===== src/rtl/kw_demux_n_onehot_reg.sv =====
// Registered one-hot demultiplexer: one input stream fanned out to N
// valid/ready channels through a single-entry output register.
module kw_demux_n_onehot_reg #(
    parameter int N         = 4,
    parameter int WIDTH     = 16,
    parameter int CNT_WIDTH = 8
) (
    input  logic                 i_clk,
    input  logic                 i_rst,
    input  logic                 i_valid,
    output logic                 o_ready,
    input  logic [N-1:0]         i_sel_onehot,
    input  logic [WIDTH-1:0]     i_data,
    output logic [N-1:0]         o_valid,
    input  logic [N-1:0]         i_ready,
    output logic [WIDTH-1:0]     o_data,
    output logic                 o_err,
    output logic [CNT_WIDTH-1:0] o_drop_count
);

    typedef enum logic {
        EMPTY = 1'b0,
        FULL  = 1'b1
    } state_t;

    localparam logic [N-1:0] SEL_ONE = {{(N-1){1'b0}}, 1'b1};

    state_t               state_q;
    state_t               state_d;
    logic [N-1:0]         sel_q;
    logic [WIDTH-1:0]     data_q;
    logic                 err_q;
    logic [CNT_WIDTH-1:0] cnt_q;

    logic full;
    logic out_fire;
    logic in_fire;
    logic legal;
    logic load;
    logic drop;
    logic cnt_max;

    // x & (x-1) clears the lowest set bit; zero result plus nonzero x means one-hot
    assign legal = (i_sel_onehot != '0) &&
                   ((i_sel_onehot & (i_sel_onehot - SEL_ONE)) == '0);

    assign full     = (state_q == FULL);
    assign o_valid  = {N{full}} & sel_q;
    assign o_data   = data_q;
    assign o_err    = err_q;
    assign o_drop_count = cnt_q;

    assign out_fire = |(o_valid & i_ready);
    assign o_ready  = !full || out_fire;
    assign in_fire  = i_valid && o_ready;
    assign load     = in_fire && legal;
    assign drop     = in_fire && !legal;
    assign cnt_max  = (cnt_q == '1);

    always_comb begin
        state_d = state_q;
        unique case (state_q)
            EMPTY: begin
                if (load) begin
                    state_d = FULL;
                end
            end
            FULL: begin
                if (out_fire && !load) begin
                    state_d = EMPTY;
                end
            end
            default: state_d = EMPTY;
        endcase
    end

    always_ff @(posedge i_clk or posedge i_rst) begin
        if (i_rst) begin
            state_q <= EMPTY;
        end else begin
            state_q <= state_d;
        end
    end

    // Payload only moves on a legal accept, so drops never touch a held beat
    always_ff @(posedge i_clk or posedge i_rst) begin
        if (i_rst) begin
            sel_q  <= '0;
            data_q <= '0;
        end else if (load) begin
            sel_q  <= i_sel_onehot;
            data_q <= i_data;
        end
    end

    always_ff @(posedge i_clk or posedge i_rst) begin
        if (i_rst) begin
            err_q <= 1'b0;
            cnt_q <= '0;
        end else begin
            err_q <= drop;
            if (drop && !cnt_max) begin
                cnt_q <= cnt_q + 1'b1;
            end
        end
    end

endmodule


===== config.mk =====
export PLATFORM = sky130hd
export DESIGN_NAME = kw_demux_n_onehot_reg
export DESIGN_NICKNAME = d
export VERILOG_FILES = /design/src/rtl/kw_demux_n_onehot_reg.sv
export SDC_FILE = /design/constraint.sdc
export NUM_CORES = 1
export LEC_CHECK = 0
export BUFFER_PORTS_ARGS = -buffer_cell sky130_fd_sc_hd__buf_2
export CAP_MARGIN = 20
export CELL_PAD_IN_SITES_DETAIL_PLACEMENT = 0
export CELL_PAD_IN_SITES_GLOBAL_PLACEMENT = 1
export CORE_MARGIN = 3
export CORE_UTILIZATION = 37
export CTS_CLUSTER_SIZE = 10
export DETAILED_ROUTE_END_ITERATION = 8
export PLACE_DENSITY_LB_ADDON = 0.1
export REMOVE_ABC_BUFFERS = 1
export SYNTH_ARGS = -nofsm -noshare
export SYNTH_HDL_FRONTEND = slang
export SYNTH_SLANG_ARGS = --single-unit
export TNS_END_PERCENT = 50

===== constraint.sdc =====
create_clock -name i_clk -period 2.31 [get_ports i_clk]
set_input_delay 0.1155 -clock i_clk [delete_from_list [all_inputs] [get_ports i_clk]]
set_output_delay 0.1155 -clock i_clk [all_outputs]
set_load 0.01 [all_outputs]

# Word-level counts from Yosys, hierarchy flattened
# Index checks and enable logic that the tools add are counted.
# word_totals
in_bits	27
reg_bits	30
mem_bits_rw	0
latch_bits	0
mem_count	0
wordCells	29
mem_bits_ro	0
# classes
div_mod_pow	0
n_mux	3
shifts	0
reduce_logical	14
n_mul	0
eq_ne	1
n_addsub	2
bitwise	4
order_cmp	0
# op_table
cell	count
4-bit bitwise AND	3
8-bit by 1-bit adder with 8-bit output, second input constant	1
8-bit == test, second input constant	1
1-bit logical AND	6
1-bit logical NOT	4
4-bit logical NOT	1
4-bit nonzero test	1
4-bit OR reduction	1
4-bit by 1-bit subtractor with 4-bit output, second input constant	1
1-bit two-way mux	2
1-bit case mux with 2 select lines	1
1-bit logical OR	1
1-bit NOT	1

# Depth between registers and ports, before layout
# Gate-level depths: netlist of run 1.
# depth
word_depth	10
depth_mapped	5

# Worst setup path before layout of run 1
# No wires, ideal clock.
# synth_timing
kind	reg2reg
from	reg sel_q[0]
to	reg data_q[10], in the netlist o_data[10]
required_time_ns	2.185
synth_period_minus_slack_ns	1.741
path_slack_ns	0.569
t_arrival_ns	1.616
setup_ns	0.125
path_stages_with_launch	6
path_cell_list	dfrtp_1 > a222oi_1 > a21boi_2 > nor2b_4 > buf_6 > mux2_4
# synth_between
elab_chain_cells	6
# synth_lines
item	line_no	source
from (decl)	30	logic [N-1:0] sel_q;
from (signal assigned)	91	sel_q <= i_sel_onehot;
4-bit bitwise AND	48	assign o_valid = {N{full}} & sel_q;
4-bit bitwise AND	53	assign out_fire = |(o_valid & i_ready);
4-bit OR reduction	53	
1-bit logical OR	54	assign o_ready = !full || out_fire;
1-bit logical AND	55	assign in_fire = i_valid && o_ready;
1-bit logical AND	56	assign load = in_fire && legal;
to (signal assigned)	92	data_q <= i_data;
to (decl)	31	logic [WIDTH-1:0] data_q;
# No other way between the ends.
# A chain may end at the register's enable or synchronous reset.

# Final worst setup path of run 1
# layout_timing
from	reg state_q, in the netlist full
to	reg sel_q[2]
# layout_between
elab_chain_cells	6
elab_cells_between_ends	7
classes_between	bitwise (2); reduce/logical (5)
# layout_lines
item	line_no	source
from (decl)	28	state_t state_q;
from (signal assigned)	81	state_q <= state_d;
4-bit bitwise AND	48	
4-bit bitwise AND	53	
4-bit OR reduction	53	
1-bit logical OR *	54	
1-bit logical AND *	55	
1-bit logical AND *	56	
# Every way passes the cells marked *; elsewhere a longest branch is shown, timed or not.

==> results of run 1 <==
cell usage in the layout, fill, tap and decap left out, drive strengths merged, types with 2 or more instances in the layout:
cell	synthesis	final
buf	2	58
mux2	21	21
nand2	2	2
nor2	2	2
nand4	6	6
a21boi	2	2
dfrtp	30	30
clkbuf	0	7
and3	3	3
nor4b	2	2
and2	6	6
nor2b	2	2
a31oi	2	2
xnor2	6	6
nand3	2	2
cell usage after synthesis:
cell / count / area (sq um)
and4_1: 1 / 8.76
a211oi_4: 1 / 20.0
nand4_1: 6 / 37.5
mux2_4: 19 / 285
and2_1: 6 / 37.5
dfrtp_1: 30 / 751
xor2_1: 1 / 8.76
nor2b_4: 1 / 13.8
mux2_1: 2 / 22.5
nor2b_1: 1 / 6.26
a21o_1: 1 / 7.51
nor4b_1: 2 / 17.5
buf_6: 2 / 22.5
a21boi_1: 1 / 7.51
a222oi_1: 1 / 10.0
a21boi_2: 1 / 11.3
nand2_1: 2 / 7.51
a31oi_1: 2 / 12.5
nor2_1: 2 / 7.51
nand3_1: 2 / 10.0
xnor2_1: 6 / 52.6
ha_1: 1 / 12.5
and3_1: 3 / 18.8
inv_1: 1 / 3.75
state kept, by name (all words and copies together) (netlist names):
register	cells
o_err	1
sel_q	4
o_drop_count	8
full	1
o_data	16
final cells by class:
cell class                      instances  area (sq um)
Fill cell                             322          1650
Sequential cell                        30           751
Multi-Input combinational cell         62           616
Timing Repair Buffer                   58           295
Clock buffer                            7          86.3
Tap cell                               46          57.6
Clock inverter                          1          5.00
Inverter                                1          3.75
cells by family after synthesis:
| kind of cell | after synthesis | share of synthesized area (%) |
|---|---|---|
| DFF | 30 | 53.9 |
| and+or+nand+nor | 26 | 11.9 |
| muxes | 21 | 22.1 |
| AOI/OAI and AO/OA | 7 | 4.94 |
| xor gates and xnor gates | 7 | 4.40 |
| buffers and inverters | 3 | 1.89 |
| adders and majority gates | 1 | 0.898 |
worst min path at each step:
stage                     startpoint               endpoint  cells past startpoint
final                          i_rst  o_data[2]$_DFFE_PP0P_                      2
after global routing       i_data[8]  o_data[8]$_DFFE_PP0P_                      2
after CTS                      i_rst  o_data[2]$_DFFE_PP0P_                      2
after detailed placement       i_rst  o_data[2]$_DFFE_PP0P_                      2
after global placement         i_rst  o_data[2]$_DFFE_PP0P_                      2
after floorplan                i_rst         full$_DFF_PP0_                      1
power breakdown:
group / total [mW] / switching (mW) / leakage [nW] / internal (mW)
clock network: 0.431 / 0.191 / 0.0482 / 0.240
registers: 0.843 / 0.138 / 0.364 / 0.705
logic: 0.634 / 0.270 / 0.502 / 0.364
total: 1.91 / 0.599 / 0.915 / 1.31
metal layers:
metal	track usage [%]	share of wire, %
met3	6.49	9.8
met5	0	0
met4	6.84	2.4
met1	18.2	42
met2	22.9	46
metrics by stage:
stage / utilization, % / worst slack (ps) / cell area, sq um / hold slack [ps]
global route: 52.3 / 196 / 1810 / 62.9
detailed placement: 49.7 / 206 / 1720 / 351
global placement: 49.7 / 228 / 1720 / 326
floorplan: - / 391 / 1370 / 206
finish: 52.3 / 352 / 1810 / 19.8
CTS: 52.3 / 336 / 1810 / 51.4
==> summary.txt, run 1 <==
Clock network
  – Later-pin clock latency in the skew report: 280 ps
  – Clock buffer depth: 2
  – PostCTS Resize Cnt: 0
  – Sinks on the clock net: 30
  – Root Driver: clkbuf_8
  – CTS tree: built
  – TritonCTS Buffers: 5
  – Post-CTS Hold Buffers: 0
  – CTS clock-pin slew for the worst setup and hold paths: 60 ps
  – Post-CTS Setup Bufs: 0
  – H-tree Lvls: 2

Place
  – GP Congestion: 0.815
  – Port bufs: 56
  – Placed cells: 197
  – Post-detail-place hpwl: 2130 um

Setup path
  – CP delay by family, top: simple AND/OR/NAND/NOR gates
  – FF-to-FF path depth: 4
  – Req. time, crit path: around 2500 ps
  – CP Launch Type: flip-flop
  – Critical Path Start: full$_DFF_PP0_
  – CP Cell Sequence: a21boi_1 -> a21boi_2 -> nor2b_4 -> mux2_1
  – CP Max Fanout: 21
  – Levels on crit path: 4
  – Crit path kind: reg -> reg
  – Slowest cell on the critical path: nor2b_4
  – Max incr delay on CP: 700 ps
  – Crit path capture type: flip-flop
  – Reg2reg setup slack: ~350 ps
  – R2R Path End: sel_q[2]$_DFFE_PP0P_
  – Critical R2R Launch: full$_DFF_PP0_
  – Setup crit end: sel_q[2]$_DFFE_PP0P_
  – Crit path buf inv count: 0
  – Arrival time of the worst setup path: 2120 ps

Routing
  – Pre-Repair DR Iteration Count: 4
  – DR vias/cell: 4.91
  – DRC viols: 0
  – Antenna-violating nets left: 0
  – Iter 0 DRT Violations: 42
  – Vias post-DR: between 1000 and 1500
  – Final wirelength: 2910 um
  – Average wire per standard cell: about 14 um

Floorplanning
  – Std cell rows: 21
  – Chip Height: 67.4 um
  – Core ar.: 3470 sq um
  – Die area: 4540 sq um
  – I/O pin count: 57
  – Starting density of the core: between 40% and 50%
  – Die X: 67.4 um

Yosys
  – Cells after synthesis: 95
  – Synthesis warning total: 0
  – Fraction of the yosys area taken by sequential cells: between 50% and 60%
  – Mapped Area: 1390 sq um
  – Mean Syn Cell Area: 14.7 sq um
  – Synthesis-stage register bit count: 30
  – Synth unique cells: 24

Global route
  – Largest net degree at the start of global routing: 24
  – Vias in the first global route: 1055
  – GR Util All Layers: around 15%
  – First-pass GRT wire length: 4950 um
  – Grt ovf: 0
  – Initial antenna violation count: 0

Pwr
  – Leak pwr: between 0.9 and 1 nW
  – Pwr Total: 1.91 mW
  – Power per Cell Area: 1050 nW/um^2
  – Max IR drop VDD: around 0.55 mV

Timing
  – RSZ-0062 raised after global routing: no
  – Tcrit/Tclk final: 84.8%
  – Clock skew: 3.16 ps
  – Fin crit period: 1960 ps
  – Setup_tns: 0 ps
  – Final Hold Viols: 0
  – Slew headroom: around 40%
  – Max Transition Viols Final: 0
  – Worst Tran Pin Value: 896 ps
  – Max Clk Rate: a little over 500 MHz
  – Final setup fails: 0

Hold path
  – Worst min-delay path category: in -> async

Layout
  – Layout cells sized above 1: 54.7%
  – Final std cells w/o fill: 205
  – Net count, final: about 190
  – N_diodes: 0
  – Layout area overhead: 30.3%

Run
  – Total of max-cap violations: 0

Outcome
  – Status: finished clean
Power figures use the tool's default switching activity.
==> run 2, diff against run 1 <==
==> constraint.sdc (replaced) <==
create_clock -name i_clk -period 2 [get_ports i_clk]
set_input_delay 0.1 -clock i_clk [delete_from_list [all_inputs] [get_ports i_clk]]
set_output_delay 0.1 -clock i_clk [all_outputs]
set_load 0.01 [all_outputs]
==> run 2 against run 1 <==
Register-to-register slack lost 240 ps. Via count did not move. Wire length rose by 1.2%. Die area did not move. Flip-flop and latch count did not move. Combinational power increased by 18%. Utilization is 1.8 points higher. Worst setup slack lost 240 ps. Largest cell class unchanged. Largest power group unchanged.
==> summary.txt, run 2 (synthesis results as in run 1) <==
Layout
  – Layout cells sized above 1: 55.8% (+1.1 points)
  – N_diodes: 0 (unchanged)
  – Max reg flops: 16 (unchanged)
  – FF+latch area: 751 sq um (unchanged)
  – Most common cell after layout, fill and taps aside: buf_2
  – Filler cell count: 330 (+2.5%)
  – Net count, final: 191 (+2.7%)
  – Commonest cells after routing, fill and taps aside: buf_2 (56), dfrtp_1 (30), mux2_4 (19)
  – Area of the multi-input gates: 624 sq um (+1.4%)
  – Layout area overhead: 34.8%

Timing
  – RSZ-0062 raised after global routing: no
  – Clock skew: 1.76 ps (-1.40 ps)
  – Worst Tran Pin Value: 735 ps (-161 ps)
  – Fin crit period: 1890 ps (-66.5 ps)
  – Final setup fails: 0 (unchanged)
  – Setup_tns: 0 ps (unchanged)
  – Max Transition Viols Final: 0 (unchanged)
  – Max Clk Rate: 529 MHz (+3.5%)
  – Worst Setup Slack, final: 108 ps (-243 ps)
  – Tcrit/Tclk final: 94.6% (+9.8 points)
  – Slew headroom: 50.8% (+11 points)
  – Final Hold Viols: 0 (unchanged)

Clock network
  – CTS tree: built
  – TritonCTS Buffers: 5 (unchanged)
  – Clock buffer depth: 2 (unchanged)
  – Later-pin clock latency in the skew report: 270 ps (about the same)
  – Root Driver: clkbuf_8
  – Sinks on the clock net: 30 (unchanged)
  – CTS clock-pin slew for the worst setup and hold paths: 60 ps (about the same)
  – H-tree Lvls: 2 (unchanged)

Hold path
  – Worst min-delay path category: in -> reg
  – Hold path depth: 2
  – Hold wc startpoint: i_data[10]

Floorplanning
  – Chip Height: 67.4 um (unchanged)
  – Die area: 4540 sq um (unchanged)
  – Starting density of the core: 40.2% (unchanged)
  – Die X: 67.4 um (unchanged)
  – I/O pin count: 57 (unchanged)
  – Std cell rows: 21 (unchanged)
  – Core ar.: 3470 sq um (unchanged)

Setup path
  – Critical R2R Launch: full$_DFF_PP0_
  – Req. time, crit path: 2160 ps (-310 ps)
  – FF-to-FF path depth: 4 (unchanged)
  – Crit path buf inv count: 0 (unchanged)
  – Crit path capture type: flip-flop
  – Critical Path Start: full$_DFF_PP0_
  – CP Launch Type: flip-flop
  – CP Cell Sequence: a21boi_1 -> a21boi_2 -> nor2b_2 -> mux2_4
  – Arrival time of the worst setup path: 2050 ps (-70 ps)
  – Max incr delay on CP: 650 ps (-50 ps)
  – Levels on crit path: 4 (unchanged)
  – CP Max Fanout: 10 (-52%)
  – Crit path kind: reg -> reg
  – CP delay by family, top: simple AND/OR/NAND/NOR gates
  – Slowest cell on the critical path: nor2b_2

Global route
  – Largest net degree at the start of global routing: 22 (-8.3%)
  – Grt ovf: 0 (unchanged)
  – GR Util All Layers: 14.7% (-0.29 points)
  – First-pass GRT wire length: 4840 um (-2.2%)
  – Vias in the first global route: 1086 (+2.9%)
  – Initial antenna violation count: 0 (unchanged)

Routing
  – Final wirelength: 2940 um (+1.2%)
  – Pre-Repair DR Iteration Count: 4 (unchanged)
  – Average wire per standard cell: 14.1 um (-0.77%)
  – Vias post-DR: 1006 (unchanged)
  – DRC viols: 0 (unchanged)
  – DR vias/cell: 4.81 (-1.9%)
  – Antenna-violating nets left: 0 (unchanged)
  – Iter 0 DRT Violations: 19 (-55%)

Outcome
  – Status: finished clean

Pwr
  – Leak pwr: 0.946 nW (+3.5%)
  – Power per Cell Area: 1240 nW/um^2 (+18%)
  – Max IR drop VDD: 0.675 mV (+22%)

Place
  – Port bufs: 56 (unchanged)
  – Worst slack, placed: 33.4 ps (-172 ps)
  – Post-detail-place hpwl: 2130 um (-0.18%)
  – GP Congestion: 0.792 (-2.7%)

Run
  – Total of max-cap violations: 0 (unchanged)
-- run 2: cell types whose count changed in the layout (fill, tap and decap cells not counted) --
cell	before	now
buf_4	2	5
bufinv_16	0	1
clkbuf_1	1	0
clkinv_2	1	0
dlygate4sd3_1	0	1
nor2b_2	0	1
-- run 2: final cells by class --
type                            count  share of cell area [%]
Clock buffer                        6                    4.40
Clock inverter                      1                    1.60
Inverter                            1                   0.200
Multi-Input combinational cell     63                    33.3
Sequential cell                    30                    40.0
Tap cell                           46                    3.07
Timing Repair Buffer               62                    17.5
-- run 2: worst paths after layout --
check,to,slack (ps)
hold reg to reg,o_data[13]$_DFFE_PP0P_,510
max in group asynchronous,o_data[0]$_DFFE_PP0P_,910
setup / recovery,o_data[9]$_DFFE_PP0P_,110
setup reg to reg,o_data[9]$_DFFE_PP0P_,110
min in group asynchronous,o_data[4]$_DFFE_PP0P_,460
hold / removal,o_data[10]$_DFFE_PP0P_,50
-- run 2: layer usage --
layer	up-vias	global-route usage, %	share of wire [%]
met3	7	5.82	8.6
met1	477	17.8	46
li1	479	-	-
met2	43	23.3	44
met4	0	6.08	1.6
met5	-	0	0
-- run 2: timing repair --
action,in CTS,in global routing
setup endpoints to repair,0,20
resized for setup,0,0
endpoints found under the hold margin,16,0
setup buffers,0,0
hold buffers,1,0
-- run 2: stage by stage --
step	total power [mW]	cells	util (%)	area [sq um]	hold WS, ps
after floorplan	1.42	93	-	1370	191
after global placement	1.72	200	50.3	1750	234
after detailed placement	1.73	200	50.3	1750	233
after CTS	2.36	208	53.9	1870	41.9
after global routing	2.49	209	54.1	1880	41.5
final	2.33	209	54.1	1880	52.6
-- run 2: power breakdown --
group / leakage [nW] / internal (mW) / switching [mW]
logic: 0.525 / 0.433 / 0.317
registers: 0.364 / 0.815 / 0.155
clock network: 0.0573 / 0.398 / 0.210
total: 0.946 / 1.65 / 0.683
